<file path="config.mk">
export PLATFORM = sky130hd
export DESIGN_NAME = pixel_collector
export DESIGN_NICKNAME = d
export VERILOG_FILES = /design/src/rtl/pixel_collector.sv
export SDC_FILE = /design/constraint.sdc
export NUM_CORES = 1
export LEC_CHECK = 0
export CORE_MARGIN = 8
export CORE_UTILIZATION = 53
export DETAILED_ROUTE_END_ITERATION = 10
export GPL_TIMING_DRIVEN = 0
export PLACE_DENSITY = 0.76
export SYNTH_ARGS = -nofsm -noshare
export SYNTH_HDL_FRONTEND = slang
export SYNTH_SLANG_ARGS = --single-unit
</file>
<file path="constraint.sdc">
create_clock -name aclk -period 3.9 [get_ports aclk]
set_clock_uncertainty 0.1 [all_clocks]
set_input_delay 0.39 -clock aclk [delete_from_list [all_inputs] [get_ports aclk]]
set_output_delay 0.39 -clock aclk [all_outputs]
set_load 0.02 [all_outputs]
</file>
<file path="src/rtl/pixel_collector.sv">
// rtl/pixel_collector.sv - round-robin re-serialiser of per-core RGB pixels into one framed stream
// Optional statistics outputs are enabled by defining PIXEL_COLLECTOR_STATS_EN.
module pixel_collector #(
    parameter int NUM_CORES = 4,
    parameter int DEPTH     = 2,
    parameter int COLOR_W   = 8,
    parameter int FRAME_W   = 640,
    parameter int FRAME_H   = 480,
    localparam int AW = (NUM_CORES > 1) ? $clog2(NUM_CORES) : 1,
    localparam int PW = 3 * COLOR_W
) (
    input  logic                    aclk,
    input  logic                    areset,
    input  logic [AW-1:0]           active_cores,
    input  logic [NUM_CORES-1:0]    in_valid,
    output logic [NUM_CORES-1:0]    in_ready,
    input  logic [NUM_CORES*PW-1:0] in_pixel,
    output logic                    out_valid,
    input  logic                    out_ready,
    output logic [PW-1:0]           out_data,
    output logic                    out_user,
    output logic                    out_last
`ifdef PIXEL_COLLECTOR_STATS_EN
    ,
    output logic [31:0]             stat_stall,
    output logic [31:0]             stat_starve,
    output logic [15:0]             stat_frames
`endif
);
    localparam int DW = $clog2(DEPTH);
    localparam int CW = DW + 1;
    localparam int XW = (FRAME_W > 1) ? $clog2(FRAME_W) : 1;
    localparam int YW = (FRAME_H > 1) ? $clog2(FRAME_H) : 1;

    typedef enum logic {RUN, DRAIN} state_t;
    state_t state, state_nxt;

    logic [PW-1:0] mem [NUM_CORES][DEPTH];
    logic [DW-1:0] wr_idx [NUM_CORES];
    logic [DW-1:0] rd_idx [NUM_CORES];
    logic [CW-1:0] cnt    [NUM_CORES];

    logic [AW-1:0] a_lat, a_eff, ptr, ptr_nxt;
    logic [XW-1:0] px;
    logic [YW-1:0] py;
    logic          out_fend;
    logic          fifo_ne, pop, hs, boundary, pop_last;

    // px/py track the position of the next pixel to be popped; since output
    // order equals pop order, tags can be registered alongside the pixel.
    always_comb begin
        fifo_ne  = (cnt[ptr] != '0);
        pop      = fifo_ne && (!out_valid || out_ready);
        hs       = out_valid && out_ready;
        boundary = hs && out_fend;
        a_eff    = boundary ? active_cores : a_lat;
        pop_last = (px == XW'(FRAME_W - 1)) && (py == YW'(FRAME_H - 1));
        ptr_nxt  = ptr;
        if (pop)
            ptr_nxt = (ptr == a_eff || pop_last) ? '0 : ptr + AW'(1);
        else if (boundary)
            ptr_nxt = '0;
    end

    always_comb begin
        state_nxt = state;
        case (state)
            RUN:     if (boundary && active_cores != a_lat) state_nxt = DRAIN;
            DRAIN:   state_nxt = RUN;
            default: state_nxt = RUN;
        endcase
    end

    always_ff @(posedge aclk) begin
        if (areset) state <= RUN;
        else        state <= state_nxt;
    end

    always_comb begin
        in_ready = '0;
        for (int i = 0; i < NUM_CORES; i++)
            in_ready[i] = !areset && (state == RUN) && (AW'(i) <= a_lat) &&
                          (cnt[i] != CW'(DEPTH));
    end

    always_ff @(posedge aclk) begin
        for (int i = 0; i < NUM_CORES; i++)
            if (in_valid[i] && in_ready[i])
                mem[i][wr_idx[i]] <= in_pixel[i*PW +: PW];
    end

    always_ff @(posedge aclk) begin
        if (areset) begin
            a_lat     <= active_cores;
            ptr       <= '0;
            px        <= '0;
            py        <= '0;
            out_valid <= 1'b0;
            out_data  <= '0;
            out_user  <= 1'b0;
            out_last  <= 1'b0;
            out_fend  <= 1'b0;
            for (int i = 0; i < NUM_CORES; i++) begin
                wr_idx[i] <= '0;
                rd_idx[i] <= '0;
                cnt[i]    <= '0;
            end
        end else begin
            if (boundary) a_lat <= active_cores;
            ptr <= ptr_nxt;
            for (int i = 0; i < NUM_CORES; i++) begin
                if (state == DRAIN && AW'(i) > a_lat) begin
                    wr_idx[i] <= '0;
                    rd_idx[i] <= '0;
                    cnt[i]    <= '0;
                end else begin
                    if (in_valid[i] && in_ready[i]) wr_idx[i] <= wr_idx[i] + DW'(1);
                    if (pop && ptr == AW'(i))      rd_idx[i] <= rd_idx[i] + DW'(1);
                    cnt[i] <= cnt[i] + CW'(in_valid[i] && in_ready[i])
                                     - CW'(pop && ptr == AW'(i));
                end
            end
            if (pop) begin
                out_valid <= 1'b1;
                out_data  <= mem[ptr][rd_idx[ptr]];
                out_user  <= (px == '0) && (py == '0);
                out_last  <= (px == XW'(FRAME_W - 1));
                out_fend  <= pop_last;
                if (px == XW'(FRAME_W - 1)) begin
                    px <= '0;
                    py <= (py == YW'(FRAME_H - 1)) ? '0 : py + YW'(1);
                end else begin
                    px <= px + XW'(1);
                end
            end else if (hs) begin
                out_valid <= 1'b0;
            end
        end
    end

`ifdef PIXEL_COLLECTOR_STATS_EN
    always_ff @(posedge aclk) begin
        if (areset) begin
            stat_stall  <= '0;
            stat_starve <= '0;
            stat_frames <= '0;
        end else begin
            if (out_valid && !out_ready) stat_stall  <= stat_stall + 32'd1;
            if (!out_valid && !fifo_ne)  stat_starve <= stat_starve + 32'd1;
            if (boundary)                stat_frames <= stat_frames + 16'd1;
        end
    end
`endif

endmodule

</file>
==> impl_metrics.env, run 1 <==
export IMPL_status="finished clean"
export IMPL_r2r_cells=5
export IMPL_io_pin_count=136
export IMPL_setup_slack_ps=480.3
export IMPL_yosysSeqAreaShare=0.6782
export IMPL_tightest_slew_ps=1288
export IMPL_crit_chain="clkbuf_1, nor2_1, a2111oi_0, clkdlybuf4s50_1"
export IMPL_wl_per_cell_um=21.86
export IMPL_cts_resized_gates=0
export IMPL_hold_viol_final=0
export IMPL_pwr_density_cell_nw_per_um2=589.4
export IMPL_synth_top_area_frac=0.5741
export IMPL_clock_sinks=262
export IMPL_p_sw_frac=0.2789
export IMPL_final_cell_area_um2=13430
export IMPL_cp_slowest_cell="a2111oi_0"
export IMPL_netlist_top_cells_area="edfxtp_1 (57%), dfxtp_1 (10%), mux2i_1 (8.9%)"
export IMPL_total_power_mw=7.915
export IMPL_yosys_warnings=0
export IMPL_routed_wl_mm=25.55
export IMPL_ys_ff_latch=262
export IMPL_root_buffer="clkbuf_16"
export IMPL_min_path_type="input port to flop"
export IMPL_leakage_nw=4.730
export IMPL_combPwrFrac=0.252
export IMPL_synth_adder_area_share=0.01858
export IMPL_place_area_um2=12530
export IMPL_cts_clk_slew_worst_paths_ps=60
export IMPL_setup_violations=0
export IMPL_dp_worst_setup_slack_ps=571.6
export IMPL_cts_setup_buffers=0
export IMPL_synth_ff_type="edfxtp_1"
export IMPL_synth_top_family_by_area="multiplexers"
export IMPL_drt_iter0_drc=447
export IMPL_peakVddDrop_mv=0.3882
export IMPL_crit_type="flop to output port"
export IMPL_grt_start_max_net_pins=25
export IMPL_core_area_um2=20100
export IMPL_synth_edff_count=206
export IMPL_grt_pass1_wl_mm=38.72
export IMPL_holdPathStages=1
export IMPL_cts_tree="done"
export IMPL_ctsLongestPathBuffers=3
export IMPL_async_flop_share=0
export IMPL_die_w_um=158.6
export IMPL_cp_arrival_ps=2930
export IMPL_hold_buffers=0
export IMPL_seqPwrFrac=0.426
export IMPL_cap_violations=0
export IMPL_clockPowerShare=0.323
export IMPL_synthSimpleGateAreaFrac=0.07572
export IMPL_fp_row_count=52
export IMPL_grtUsageTotal=0.2059
export IMPL_place_gp_congestion=0.8187
export IMPL_period_minus_slack_ps=3420
export IMPL_syn_area_um2=10770
export IMPL_cts_made_buffers=26
export IMPL_ant_nets=0
export IMPL_rsz0062_at_grt="false"
export IMPL_slowest_delay_ps=920
export IMPL_port_buffers=134
export IMPL_synthMuxAreaShare=0.1404
export IMPL_num_vias=6630
export IMPL_drive_above_1_share=0.1194
export IMPL_critical_path_peak_fanout=7
export IMPL_drc_errors=0
export IMPL_yosys_area_share_xor_xnor=0.01463
export IMPL_max_slew_margin_rel=0.1415
export IMPL_worstPathRequired_ps=3410
export IMPL_drt_pass1_iterations=5
export IMPL_endpoint_kind="output port"
export IMPL_netlist_instances=707
export IMPL_grt_pass1_vias=7037
export IMPL_antenna_found_initial=3
export IMPL_internal_power_mw=5.708
export IMPL_p_sw_mw=2.207
export IMPL_fin_crit_sh=0.8769
export IMPL_cts_max_level=1
export IMPL_synth_compound_area_share=0.04134
export IMPL_dp_hpwl_mm=17.67
export IMPL_start_kind="flop"
export IMPL_areaGrowthSynthToFinish_pct=24.64
export IMPL_yosysTopAreaCell="edfxtp_1"
export IMPL_dieArea_um2=25150
export IMPL_grt_ovfl_total=0
export IMPL_vias_per_cell=5.672
export IMPL_synth_cell_types=54
export IMPL_syn_area_per_cell_um2=15.24
export IMPL_finalNetCount=997
export IMPL_slew_violations=0
export IMPL_fp_dieH_um=158.6
export IMPL_start_util=0.5359
export IMPL_insertion_delay_ps=530
export IMPL_maxClockFrequency_mhz=292.4
-- power groups by stage --
stage / clock network [mW] / registers, mW / logic (mW)
after floorplan: 0 / 3.51 / 1.18
after global placement: 0 / 3.42 / 1.93
after CTS: 2.59 / 3.37 / 2.01
after detailed placement: 0 / 3.42 / 2.00
final: 2.55 / 3.37 / 1.99
after global routing: 2.68 / 3.39 / 2.15
-- sequential cells by signal, summed over array words and instances (netlist names), 2 cells and up, named ones only --
name      flops
rd_idx        4
a_lat         2
out_data     24
cnt           8
ptr           2
wr_idx        4
px           10
mem         192
py            9
-- cell usage after synthesis, types with 3 or more instances --
master and number:
nand2_1 26, edfxtp_1 206, and2_1 9, dfxtp_1 56
nor4_1 4, and3_1 8, mux2i_1 96, a31oi_1 3
nand4_1 7, o21ai_0 7, buf_6 9, nor4b_1 3
mux4_2 24, xnor2_1 10, nor3_1 12, nor2_1 53
xor2_1 8, clkbuf_1 14, ha_1 16, buf_2 12
nand3_1 14, a21oi_1 19, inv_1 25, a211oi_1 24
or3_1 3
-- cell type report --
cell class                      count  area (µm²)
Clock buffer                       36       749.5
Tap cell                          270       337.8
Timing Repair Buffer              136        1384
Buffer                             39       237.7
Antenna cell                        3       7.507
Sequential cell                   262        7307
Fill cell                        1373        6675
Multi-Input combinational cell    386        3178
Inverter                           25       93.84
Clock inverter                     12       133.9
-- worst max-delay path, delay by kind of cell, from the launching register on --
kind / cells / cell delay [ps]
AOI/OAI and AO/OA: 1 / 920
buffers and inverters: 2 / 1050
DFF: 1 / 310
and+or+nand+nor: 1 / 120
-- layout by cell type, fill, tap and decap left out, drive strengths merged, types with 3 or more instances in the layout --
| cell | netlist | routed |
|---|---|---|
| nand4 | 7 | 7 |
| nor2 | 53 | 53 |
| nor4 | 6 | 6 |
| inv | 25 | 25 |
| bufinv | 0 | 3 |
| a211oi | 25 | 25 |
| or3 | 3 | 3 |
| and3 | 8 | 8 |
| o21ai | 7 | 7 |
| or4 | 3 | 3 |
| conb | 1 | 6 |
| a31oi | 3 | 3 |
| mux2i | 96 | 96 |
| buf | 24 | 26 |
| ha | 16 | 16 |
| clkdlybuf4s50 | 0 | 134 |
| nand2 | 27 | 27 |
| edfxtp | 206 | 206 |
| nor3 | 13 | 13 |
| a21oi | 19 | 19 |
| mux4 | 24 | 24 |
| clkinv | 0 | 9 |
| xor2 | 8 | 8 |
| and2 | 9 | 9 |
| xnor2 | 10 | 10 |
| clkbuf | 15 | 51 |
| diode | 0 | 3 |
| dfxtp | 56 | 56 |
| nor4b | 3 | 3 |
| nand3 | 15 | 15 |
-- per-layer routing --
layer  global-route usage  part of all wire  wire, µm  vias up
met5                    0                 0         0        -
met4              0.07185             0.028       703        0
met3              0.03583             0.061      1562       50
met2               0.3584              0.51     13100      252
met1               0.2542              0.40     10190     3311
li1                     -                 -         -     3017
-- through the flow --
stage          utilization  TNS [ps]  hold slack (ps)  std cells
6_report            0.6680         0            344.5       1169
5_1_grt             0.6680         0            337.7       1169
4_1_cts             0.6674         0            328.3       1166
3_5_place_dp        0.6235         0            381.5       1118
3_3_place_gp        0.6204    -12540            343.4       1116
2_1_floorplan            -         0            361.9        712
-- kinds of logic after synthesis --
logic type | after synthesis
flip-flops | 262
AND/OR/NAND/NOR | 158
multiplexers | 121
AO/OA/AOI/OAI | 67
buffers and inverters | 64
XOR/XNOR | 18
adder cells (fa/ha/maj) | 16
other | 1
-- final timing paths --
path,from,to,slack (ps)
setup / recovery,a_lat[1]$_DFF_P_,in_ready[1],480
hold / removal,in_pixel[52],mem[2][28]$_DFFE_PP_,340
setup reg to reg,a_lat[1]$_DFF_P_,mem[1][25]$_DFFE_PP_,710
hold reg to reg,out_user$_SDFFE_PP0P_,out_user$_SDFFE_PP0P_,380
Power figures use the tool's default switching activity.
==> inputs of run 2 (changes only) <==
- ABC_CLOCK_PERIOD_IN_PS: default -> 3900
==> results of run 2 <==
Same layout as run 1: the final DEF is identical, and so are final timing and power.
==> RTL change 1: new RTL, flow settings as in run 2 <==
`FRAME_W`: 640 -> 160.
--- a/src/rtl/pixel_collector.sv
+++ b/src/rtl/pixel_collector.sv
@@ -4,7 +4,7 @@
     parameter int NUM_CORES = 4,
     parameter int DEPTH     = 2,
     parameter int COLOR_W   = 8,
-    parameter int FRAME_W   = 640,
+    parameter int FRAME_W   = 160,
     parameter int FRAME_H   = 480,
     localparam int AW = (NUM_CORES > 1) ? $clog2(NUM_CORES) : 1,
     localparam int PW = 3 * COLOR_W
Check against the original RTL: no difference found for any inputs over 4 cycles, from zero or initial values and one cycle with areset high; that may be too few to reach the edited logic, so the function may still have changed.
==> RTL change 1 against run 2 <==
  * Setup slack improved by 0.26 ns
  * Worst hold slack got worse by 0.0069 ns
  * Routed wire length decreased by 1.1%
  * Synthesized area decreased by 1.6%
  * First-iteration DRC count decreased by 12%
  * Global-route usage about the same
  * Design area decreased by 1.4%
  * Largest power group unchanged
  * Total power increased by 2.6%
  * Clock power about the same
  * Critical path depth increased by 10
  * Sequential cell count decreased by 2
  * Sequential share of layout area increased by 0.49 points
  * Critical path type is now flop to flop
  * Via count decreased by 1.8%
==> RTL change 1: results <==
group,metric,value,unit
place,hpwl,17500,um
yosys,yosysUniqueCellTypes,49,
critical_path,worst-r2r-setup-slack,0.74,ns
route,via_per_inst,5.679,
cells_and_area,drive_gt1_share,11.35,%
yosys,muxShareOfSynthArea,14.47,%
place,place.gp.congestion,0.8484,
place,placed_cell_area,12350,um^2
cells_and_area,finalNetCount,982,
cells_and_area,clk_share,6.702,%
route,post_drt_wl_per_cell,22.04,um
global_route,use_met1,24.05,%
yosys,synth_compound_area_share,3.682,%
pwr,p_seq_share,41.7,%
global_route,antenna_found_initial,0,
cells_and_area,signal_buffers,171,
cells_and_area,fillers,1365,
yosys,yosys-top-cells-area,"edfxtp_1, dfxtp_1, mux2i_1",
hold_path,hold_end,"mem[1][38]$_DFFE_PP_",
yosys,synth_fa_ha_area_share,1.888,%
floorplanning,rows,51,
cells_and_area,nMultiInputCombCells,375,
critical_path,cp_slowest_cell,"nor4bb_1",
critical_path,max_stage_delay,0.51,ns
route,met1_length,9823,um
yosys,syn_inst,692,
cells_and_area,buffer_area_share,11.68,%
global_route,grtUsageTotal,20.56,%
outcome,status,"finished, final reports clean",
cells_and_area,multiInputGateArea,3107,um^2
cells_and_area,nNonClkInverters,26,
yosys,synth_xor_area_share,1.487,%
critical_path,crit_end,"cnt[1][1]$_SDFFCE_PN0P_",
cells_and_area,post-route-cell-area,13240,um^2
yosys,synth_seq_cells,260,
global_route,grt_pass1_vias,7152,
place,placed_cells,1097,
pwr,total_leakage_power,4.736,nW
route,route.met3.wl,1748,um
global_route,grt_use_met3,4.387,%
place,pre_cts_slack,0.6935,ns
pwr,ir_drop,0.0003851,V
global_route,grt_pass1_wl,38500,um
==> RTL change 1: cell count changes after synthesis, moves of 3 or more <==
| cell | before | now |
|---|---|---|
| buf_2 | 12 | 19 |
| buf_6 | 9 | 2 |
| xnor2_1 | 10 | 6 |
| xor2_1 | 8 | 12 |
| and2_1 | 9 | 6 |
| clkbuf_1 | 14 | 11 |
| nand2_1 | 26 | 29 |
| nand4_1 | 7 | 10 |
| nor2_1 | 53 | 50 |
| nor3_1 | 12 | 9 |
==> RTL change 1: kinds of logic after synthesis <==
group                    count (synthesis)
AND/OR/NAND/NOR                        151
adder cells (fa/ha/maj)                 16
other                                    1
buffers and inverters                   62
multiplexers                           123
XOR/XNOR                                18
flip-flops                             260
AO/OA/AOI/OAI                           61
==> RTL change 1: worst max-delay path: cells and delay by family, from the launching register on <==
kind	cells	cell delay (ns)
adder cells (fa/ha/maj)	2	0.47
buffers and inverters	5	0.68
flip-flops	1	0.32
XOR/XNOR	2	0.31
AND/OR/NAND/NOR	5	1.02
==> RTL change 2: new RTL, flow settings as in run 2 <==
Made on the original files. Add a define of `PIXEL_COLLECTOR_STATS_EN`.
--- a/src/rtl/pixel_collector.sv
+++ b/src/rtl/pixel_collector.sv
@@ -1,5 +1,7 @@
 // rtl/pixel_collector.sv - round-robin re-serialiser of per-core RGB pixels into one framed stream
 // Optional statistics outputs are enabled by defining PIXEL_COLLECTOR_STATS_EN.
+`define PIXEL_COLLECTOR_STATS_EN
+
 module pixel_collector #(
     parameter int NUM_CORES = 4,
     parameter int DEPTH     = 2,
Function (old outputs only; new: stat_frames, stat_stall and stat_starve): no difference found for any inputs over 4 cycles, from zero or initial values and one cycle with areset high; that may be too few to reach the edited logic, so the function may still have changed.
==> RTL change 2 against run 2 <==
  * Routed wire length rose by 50%
  * Via count is 64% higher
  * Sequential cell count increased by 80
  * Design area increased by 39%
  * Setup slack worse by 0.091 ns
  * Clock power increased by 38%
  * Synthesized area grew 37%
  * Final cell count is 58% higher
  * Largest power group unchanged
  * Total power is 31% higher
==> RTL change 2: results <==
group,metric,value,unit
cells_and_area,buffer_area_share,13.45,%
pwr,comb-power,2.58,mW
sta,fmaxAchievable,284.8,MHz
sta,slew_headroom,15.08,%
yosys,synth_seq_cells,342,
global_route,grt_pass1_vias,10770,
critical_path,worst-r2r-cell-count,13,
place,hpwl,27120,um
place,port_buffers,214,
clocking,cts_max_level,2,
clocking,cts_resized,0,
cells_and_area,drive_gt1_share,9.660,%
cells_and_area,fillers,2000,
cells_and_area,signal_buffers,295,
route,dr.first_iter.drc_count,783,
cells_and_area,clk_share,6.613,%
yosys,synth_common_cells,"edfxtp_1, dfxtp_1, mux2i_1",
critical_path,arrival,3.02,ns
cells_and_area,nClkBuffers,50,
global_route,grt_pass1_wl,59210,um
sta,fin_hold_ws,0.3462,ns
cells_and_area,postLayoutCoreUtil,67.72,%
cells_and_area,seq_area,8909,um^2
route,drt_wl_total,38300,um
critical_path,cp_max_fo,9,
route,via_per_inst,5.892,
critical_path,worst-r2r-setup-slack,0.44,ns
cells_and_area,antenna-diode-count,0,
place,placed_cell_area,17470,um^2
cells_and_area,multiInputGateArea,5436,um^2
route,post_drt_wl_per_cell,20.73,um
cells_and_area,nNonClkInverters,37,
yosys,yosys-top-cells-area,"edfxtp_1, dfxtp_1, mux2i_1",
place,place.gp.congestion,0.8787,
place,placed_cells,1781,
global_route,gr-usage-met2,38.32,%
yosys,async_flop_share,0,%
clocking,cts_buffers,37,
pwr,p_seq_share,41.1,%
cells_and_area,nMultiInputCombCells,729,
yosys,syn_inst,1183,
hold_path,hold_end,"mem[1][9]$_DFFE_PP_",
pwr,ir_drop,0.0003303,V
global_route,use_met1,27.96,%
pwr,switching_power,3.094,mW
yosys,seq_area_frac_synth,60.26,%
floorplanning,n_tap_cell,378,
cells_and_area,finalNetCount,1566,
place,pre_cts_slack,0.2784,ns
global_route,grt_max_degree,25,
hold_path,hold_path.startpoint,"in_pixel[33]",
critical_path,reg2reg_to,"cnt[1][1]$_SDFFCE_PN0P_",
outcome,status,"finished, final reports clean",
pwr,total_leakage_power,6.327,nW
global_route,grt_use_met3,4.769,%
yosys,yosysUniqueCellTypes,56,
hold_path,min_path_type,"primary input to flop",
pwr,clock_power_share,34.0,%
global_route,antenna_found_initial,4,
global_route,grtUsageTotal,22.37,%
[RTL change 2: changes by cell type after synthesis, sizes merged, moves of 26 or more]
| cell | delta |
|---|---|
| or4 | +27 |
| a21oi | +67 |
| nand4 | +26 |
| clkbuf | +29 |
| o31ai | +30 |
| dfxtp | +80 |
[RTL change 2: cell families (layout without fill, tap and decap cells)]
kind of cell	Yosys count	after routing	synth area share [%]
other	1	6	0.02536
and+or+nand+nor	336	336	12.79
AOI/OAI and AO/OA	195	195	8.387
buffers and inverters	117	399	3.292
adders and majority gates	19	19	1.608
muxes	141	141	11.75
xor gates and xnor gates	32	32	1.896
DFF	342	342	60.26
[RTL change 2: metal layers]
metal	routed length (um)	share of wire, %	vias up
li1	-	-	5059
met1	15510	40	5312
met2	19070	50	434
met3	2735	7.1	75
met4	934	2.4	8
met5	47	0.12	-
[RTL change 2: worst max-delay path, cell delays in order, from the launching register on]
cell and delay [ns]:
dfxtp_1 0.30, clkbuf_1 0.33, nor2_1 0.09, a2111oi_0 0.97, clkdlybuf4s50_1 0.81
